==> src/rtl/axis_lrelu_frame_tx_pkg.sv <==
// Shared constants and state encoding for the LReLU transmit framer.
// Field positions describe where kh2 lives inside the per-member tuser word.
package axis_lrelu_frame_tx_pkg;
   localparam int I_KH2         = 2;
   localparam int BITS_KH2      = 2;
   localparam int CFG_BEATS_1X1 = 2;
   localparam int CFG_BEATS_3X3 = 6;

   typedef enum logic [1:0] {
      CFG_FIRST_S = 2'd0,
      CFG_REST_S  = 2'd1,
      DATA_S      = 2'd2
   } state_t;
endpackage

==> src/rtl/axis_skid_slice.sv <==
// Generic 2-entry skid buffer: 1-cycle latency, full throughput.
// wr_rdy is registered so the upstream never sees a path from rd_rdy.
module axis_skid_slice #(
   parameter int WIDTH = 8
) (
   input  logic             clk,
   input  logic             rst_n,
   input  logic             wr_vld,
   output logic             wr_rdy,
   input  logic [WIDTH-1:0] wr_dat,
   output logic             rd_vld,
   input  logic             rd_rdy,
   output logic [WIDTH-1:0] rd_dat
);
   logic [WIDTH-1:0] mem [2];
   logic             wr_ptr;
   logic             rd_ptr;
   logic [1:0]       count;
   logic [1:0]       count_nxt;
   logic             push;
   logic             pop;

   assign push   = wr_vld & wr_rdy;
   assign pop    = rd_vld & rd_rdy;
   assign rd_vld = (count != 2'd0);
   assign rd_dat = mem[rd_ptr];

   always_comb begin
      count_nxt = count;
      if (push && !pop)
         count_nxt = count + 2'd1;
      else if (!push && pop)
         count_nxt = count - 2'd1;
   end

   // Ready looks one cycle ahead so a full slice never accepts a third beat.
   always_ff @(posedge clk or negedge rst_n) begin
      if (!rst_n) begin
         count  <= 2'd0;
         wr_ptr <= 1'b0;
         rd_ptr <= 1'b0;
         wr_rdy <= 1'b0;
      end else begin
         count  <= count_nxt;
         wr_rdy <= (count_nxt != 2'd2);
         if (push)
            wr_ptr <= ~wr_ptr;
         if (pop)
            rd_ptr <= ~rd_ptr;
      end
   end

   always_ff @(posedge clk) begin
      if (push)
         mem[wr_ptr] <= wr_dat;
   end
endmodule

==> src/rtl/axis_lrelu_frame_tx.sv <==
// Frames each LReLU iteration as config beats followed by conv beats on one stream.
// Output goes through a 2-entry skid slice; input readies never depend on m_axis_tready.
module axis_lrelu_frame_tx #(
   parameter int DATA_WIDTH    = 32,
   parameter int KEEP_WIDTH    = DATA_WIDTH / 8,
   parameter int TUSER_WIDTH   = 8,
   parameter int I_KH2         = axis_lrelu_frame_tx_pkg::I_KH2,
   parameter int BITS_KH2      = axis_lrelu_frame_tx_pkg::BITS_KH2,
   parameter int CFG_BEATS_1X1 = axis_lrelu_frame_tx_pkg::CFG_BEATS_1X1,
   parameter int CFG_BEATS_3X3 = axis_lrelu_frame_tx_pkg::CFG_BEATS_3X3
) (
   input  logic                   aclk,
   input  logic                   aresetn,
   input  logic                   s_cfg_tvalid,
   output logic                   s_cfg_tready,
   input  logic [DATA_WIDTH-1:0]  s_cfg_tdata,
   input  logic [TUSER_WIDTH-1:0] s_cfg_tuser,
   input  logic                   s_cfg_tlast,
   input  logic                   s_conv_tvalid,
   output logic                   s_conv_tready,
   input  logic [DATA_WIDTH-1:0]  s_conv_tdata,
   input  logic [KEEP_WIDTH-1:0]  s_conv_tkeep,
   input  logic [TUSER_WIDTH-1:0] s_conv_tuser,
   input  logic                   s_conv_tlast,
   output logic                   m_axis_tvalid,
   input  logic                   m_axis_tready,
   output logic [DATA_WIDTH-1:0]  m_axis_tdata,
   output logic [KEEP_WIDTH-1:0]  m_axis_tkeep,
   output logic [TUSER_WIDTH-1:0] m_axis_tuser,
   output logic                   m_axis_tlast,
   output logic                   err_cfg_len,
   output logic [15:0]            iter_count
);
   import axis_lrelu_frame_tx_pkg::*;

   localparam int PW = DATA_WIDTH + KEEP_WIDTH + TUSER_WIDTH + 1;
   localparam int RW = $clog2(CFG_BEATS_3X3 + 1);

   state_t                   state;
   state_t                   state_nxt;
   logic [RW-1:0]            remaining;
   logic [RW-1:0]            remaining_nxt;
   logic [BITS_KH2-1:0]      kh2;
   logic [BITS_KH2-1:0]      kh2_nxt;
   logic [BITS_KH2-1:0]      cfg_kh2;
   logic [RW-1:0]            first_rem;
   logic                     cfg_final;
   logic                     route_data;
   logic                     skid_rdy;
   logic                     cfg_hs;
   logic                     conv_hs;
   logic [TUSER_WIDTH-1:0]   cfg_user;
   logic [PW-1:0]            wr_dat;
   logic                     wr_vld;
   logic [PW-1:0]            rd_dat;

   assign route_data    = (state == DATA_S);
   assign s_cfg_tready  = skid_rdy & ~route_data;
   assign s_conv_tready = skid_rdy & route_data;
   assign cfg_hs        = s_cfg_tvalid & s_cfg_tready;
   assign conv_hs       = s_conv_tvalid & s_conv_tready;
   assign cfg_kh2       = s_cfg_tuser[I_KH2 +: BITS_KH2];
   assign first_rem     = (cfg_kh2 == '0) ? RW'(CFG_BEATS_1X1 - 1) : RW'(CFG_BEATS_3X3 - 1);

   always_ff @(posedge aclk or negedge aresetn) begin
      if (!aresetn) begin
         state     <= CFG_FIRST_S;
         remaining <= '0;
         kh2       <= '0;
      end else begin
         state     <= state_nxt;
         remaining <= remaining_nxt;
         kh2       <= kh2_nxt;
      end
   end

   always_comb begin
      state_nxt     = state;
      remaining_nxt = remaining;
      kh2_nxt       = kh2;
      cfg_final     = 1'b0;
      case (state)
         CFG_FIRST_S: begin
            cfg_final = (first_rem == '0);
            if (cfg_hs) begin
               kh2_nxt       = cfg_kh2;
               remaining_nxt = first_rem;
               state_nxt     = cfg_final ? DATA_S : CFG_REST_S;
            end
         end
         CFG_REST_S: begin
            cfg_final = (remaining == RW'(1));
            if (cfg_hs) begin
               remaining_nxt = remaining - RW'(1);
               if (cfg_final)
                  state_nxt = DATA_S;
            end
         end
         DATA_S: begin
            if (conv_hs && s_conv_tlast)
               state_nxt = CFG_FIRST_S;
         end
         default: state_nxt = CFG_FIRST_S;
      endcase
   end

   // The first config beat carries its own kh2; later beats are forced to agree with it.
   always_comb begin
      cfg_user = s_cfg_tuser;
      if (state == CFG_REST_S)
         cfg_user[I_KH2 +: BITS_KH2] = kh2;
      wr_vld = route_data ? s_conv_tvalid : s_cfg_tvalid;
      wr_dat = route_data ? {s_conv_tdata, s_conv_tkeep, s_conv_tuser, s_conv_tlast}
                          : {s_cfg_tdata, {KEEP_WIDTH{1'b1}}, cfg_user, 1'b0};
   end

   always_ff @(posedge aclk or negedge aresetn) begin
      if (!aresetn) begin
         err_cfg_len <= 1'b0;
         iter_count  <= 16'd0;
      end else begin
         if (cfg_hs && (s_cfg_tlast != cfg_final))
            err_cfg_len <= 1'b1;
         if (conv_hs && s_conv_tlast)
            iter_count <= iter_count + 16'd1;
      end
   end

   axis_skid_slice #(.WIDTH(PW)) u_skid (
      .clk    (aclk),
      .rst_n  (aresetn),
      .wr_vld (wr_vld),
      .wr_rdy (skid_rdy),
      .wr_dat (wr_dat),
      .rd_vld (m_axis_tvalid),
      .rd_rdy (m_axis_tready),
      .rd_dat (rd_dat)
   );

   assign {m_axis_tdata, m_axis_tkeep, m_axis_tuser, m_axis_tlast} = rd_dat;
endmodule
==> config.mk <==
export PLATFORM = sky130hd
export DESIGN_NAME = axis_lrelu_frame_tx
export DESIGN_NICKNAME = d
export VERILOG_FILES = /design/src/rtl/axis_lrelu_frame_tx_pkg.sv /design/src/rtl/axis_skid_slice.sv /design/src/rtl/axis_lrelu_frame_tx.sv
export SDC_FILE = /design/constraint.sdc
export NUM_CORES = 1
export LEC_CHECK = 0
export ABC_CLOCK_PERIOD_IN_PS = 5430
export CAP_MARGIN = 20
export CELL_PAD_IN_SITES_DETAIL_PLACEMENT = 1
export CELL_PAD_IN_SITES_GLOBAL_PLACEMENT = 2
export CORE_AREA = 2 2 130 132
export CTS_CLUSTER_DIAMETER = 120
export DETAILED_ROUTE_END_ITERATION = 10
export DIE_AREA = 0 0 132 134
export GPL_ROUTABILITY_DRIVEN = 0
export PLACE_DENSITY_LB_ADDON = 0.1
export SLEW_MARGIN = 20
export SYNTH_ARGS = -nofsm -noshare
export SYNTH_HDL_FRONTEND = slang
export SYNTH_HIERARCHICAL = 1
export SYNTH_SLANG_ARGS = --single-unit
==> constraint.sdc <==
create_clock -name aclk -period 5.43 [get_ports aclk]
set_clock_uncertainty 0.05 [all_clocks]
set_input_delay 0.8145 -clock aclk [delete_from_list [all_inputs] [get_ports aclk]]
set_output_delay 0.8145 -clock aclk [all_outputs]
set_load 0.02 [all_outputs]
==> results.sh <==
export IMPL_antenna_found_initial=1
export IMPL_detail_route_antenna_nets=0
export IMPL_cap_violations=0
export IMPL_placementRows=47
export IMPL_ys_seq_area_share_pct=64.8
export IMPL_grt_pass1_vias=4009
export IMPL_layout_drive_gt1_share_pct=16.0
export IMPL_ys_seq_elements=119
export IMPL_coreArea_um2=16300
export IMPL_ios=156
export IMPL_synthesis_area_um2=5290
export IMPL_cts_tree="yes"
export IMPL_postCtsSetupBuffers=0
export IMPL_syn_nets=503
export IMPL_layout_commonest_cell="clkdlybuf4s50_1"
export IMPL_swShare_pct=30.0
export IMPL_synth_ff_type="edfxtp_1"
export IMPL_cellLeakagePower_uw=0.00291
export IMPL_crit_fanout=42
export IMPL_cts_root_buf="clkbuf_16"
export IMPL_post_cts_resized=0
export IMPL_die_y_um=134
export IMPL_clkTransAtPathRegs_ns=0.05
export IMPL_design_die_area_um2=17700
export IMPL_status="completed"
export IMPL_power_internal_uw=2600
export IMPL_arrival_ns=2.70
export IMPL_drtIter0Drc=138
export IMPL_synth_area_per_cell_um2=13.0
export IMPL_hold_buffers=0
export IMPL_slew_headroom_pct=43.3
export IMPL_dp_hpwl_um=8750
export IMPL_end_kind="primary output"
export IMPL_finalWirelength_um=12800
export IMPL_vias=3582
export IMPL_numPortBuffers=155
export IMPL_finalCritPeriodShare_pct=65.7
export IMPL_grt_pass1_wl_um=20800
export IMPL_final_cell_mix="clkdlybuf4s50_1, nand2_1, edfxtp_1, mux2_2, dfrtp_1"
export IMPL_yosysWarnings=6
export IMPL_setup_violations=0
export IMPL_grt_max_degree=47
export IMPL_p_seq_share_pct=37.8
export IMPL_synth_async_sr_flop_share_pct=24.4
export IMPL_pwr_share_comb_pct=31.8
export IMPL_gr_usage_met3_pct=4.80
export IMPL_total_power_uw=3720
export IMPL_hold_violations=0
export IMPL_clock_fmax_ghz=0.281
export IMPL_grtUsageMet1_pct=17.5
export IMPL_rsz0062_at_grt="no"
export IMPL_min_period_ns=3.56
export IMPL_drc=0
export IMPL_p_switching_uw=1120
export IMPL_holdWs_ns=0.421
export IMPL_ir_drop_v=0.000213
export IMPL_drv_slew=0
export IMPL_synth_edff_count=90
export IMPL_worst_pin_slew_ns=0.849
export IMPL_cts_max_path_buffers=2
export IMPL_crit_type="reg2out"
export IMPL_busiest_layer="met2"
export IMPL_via_per_inst=4.47
export IMPL_start_util_pct=32.5
export IMPL_clkPwrFrac_pct=30.4
export IMPL_met2_usage_pct=27.3
export IMPL_layout_nets=663
export IMPL_cts_buffers=17
export IMPL_overflow=0
export IMPL_worstSetupStartpointType="flop"
export IMPL_clk_latency_ns=0.40
export IMPL_final_area_um2=7660
export IMPL_powerDensity_nw_per_um2=486
export IMPL_tns_ns=0
export IMPL_syn_to_final_growth_pct=44.7
export IMPL_grt_usage_pct=15.3
export IMPL_fp_dieW_um=132
export IMPL_place_area_um2=7050
export IMPL_syn_inst=408
export IMPL_synth_cell_types=39
export IMPL_wl_per_cell_um=16.0
export IMPL_min_path_type="reg2reg"
export IMPL_worstPathRequired_ns=4.57
export IMPL_htreeDepth=4
export IMPL_cts_sinks=119
export IMPL_first_pass_iters=4
cells in the mapped netlist (all sizes together) (4+ instances only):
| cell type | n | area share [%] |
|---|---|---|
| mux2 | 49 | 10 |
| nand3 | 4 | 0.38 |
| xnor2 | 16 | 2.8 |
| edfxtp | 90 | 51 |
| xor2 | 4 | 0.66 |
| nand4 | 4 | 0.76 |
| ha | 4 | 0.95 |
| a21oi | 6 | 0.57 |
| nand2 | 131 | 9.3 |
| clkbuf | 6 | 0.43 |
| nor2b | 5 | 0.59 |
| dfrtp | 29 | 14 |
| nor2 | 7 | 0.50 |
| nand2b | 6 | 0.85 |
| inv | 8 | 0.57 |
| buf | 11 | 1.6 |
state kept, by name, indices dropped and copies added (netlist names):
name	flops
u_skid/wr_rdy	1
u_skid/mem	90
iter_count	16
state	2
remaining	3
u_skid/rd_ptr	1
u_skid/count	2
kh2	2
err_cfg_len	1
u_skid/wr_ptr	1
path summary, 6_finish.rpt:
path	cells after the start	start	slack (ns)	end
worst min-delay path	1	iter_count[15]$_DFFE_PN0P_	0.42	iter_count[15]$_DFFE_PN0P_
worst max-delay path	3	state[0]$_DFFE_PN0P_	1.87	s_cfg_tready
worst max register to register	6	state[0]$_DFFE_PN0P_	2.15	u_skid/mem[0][13]$_DFFE_PP_
min in group asynchronous	2	aresetn	0.74	iter_count[12]$_DFFE_PN0P_
worst min register to register	1	iter_count[15]$_DFFE_PN0P_	0.42	iter_count[15]$_DFFE_PN0P_
max in group asynchronous	2	aresetn	4.26	u_skid/rd_ptr$_DFFE_PN0P_
layout make-up:
| class | instances | area (um^2) |
|---|---|---|
| inverter | 8 | 30.0 |
| antenna | 1 | 2.50 |
| tap | 220 | 275 |
| fill | 1711 | 8630 |
| clock inverter | 11 | 155 |
| clock buffer | 21 | 440 |
| timing repair buffer | 158 | 1570 |
| multi-input combinational | 264 | 1750 |
| sequential | 119 | 3430 |
cell families (layout without fill, tap and decap cells):
family	Yosys count	count (layout)	synth area share [%]
and+or+nand+nor	176	176	15.9
other	0	1	0
xor gates and xnor gates	20	20	3.45
buffers and inverters	25	198	2.62
DFF	119	119	64.8
muxes	51	51	10.8
adders and majority gates	4	4	0.946
AOI/OAI and AO/OA	13	13	1.51
worst max-delay path, cell delays in order (launching register included):
cell and delay, ns:
dfrtp_1 0.67, or2b_2 0.77, and2_1 0.24, clkdlybuf4s50_1 0.61
layer usage:
layer	up-vias	wire, um
met5	-	0
met4	0	142
met3	13	683
met2	98	6690
met1	1735	5310
li1	1736	-
power by group through the flow:
| stage | Clock [uW] | Combinational [uW] | Sequential, uW |
|---|---|---|---|
| after floorplan | 0 | 769 | 1320 |
| after global placement | 0 | 1190 | 1410 |
| after detailed placement | 0 | 1200 | 1430 |
| after CTS | 1160 | 1210 | 1410 |
| after global routing | 1200 | 1270 | 1440 |
| final | 1130 | 1180 | 1410 |
metrics by stage:
| step | worst slack, ns | util [%] | instances |
|---|---|---|---|
| 3_3_place_gp | 2.12 | 43.3 | 769 |
| 4_1_cts | 1.78 | 46.9 | 801 |
| 6_report | 1.87 | 47.0 | 802 |
| 3_5_place_dp | 2.04 | 43.3 | 769 |
| 2_1_floorplan | 1.76 | - | 408 |
| 5_1_grt | 1.64 | 47.0 | 801 |
No activity file was read; power rests on OpenSTA's default activity.
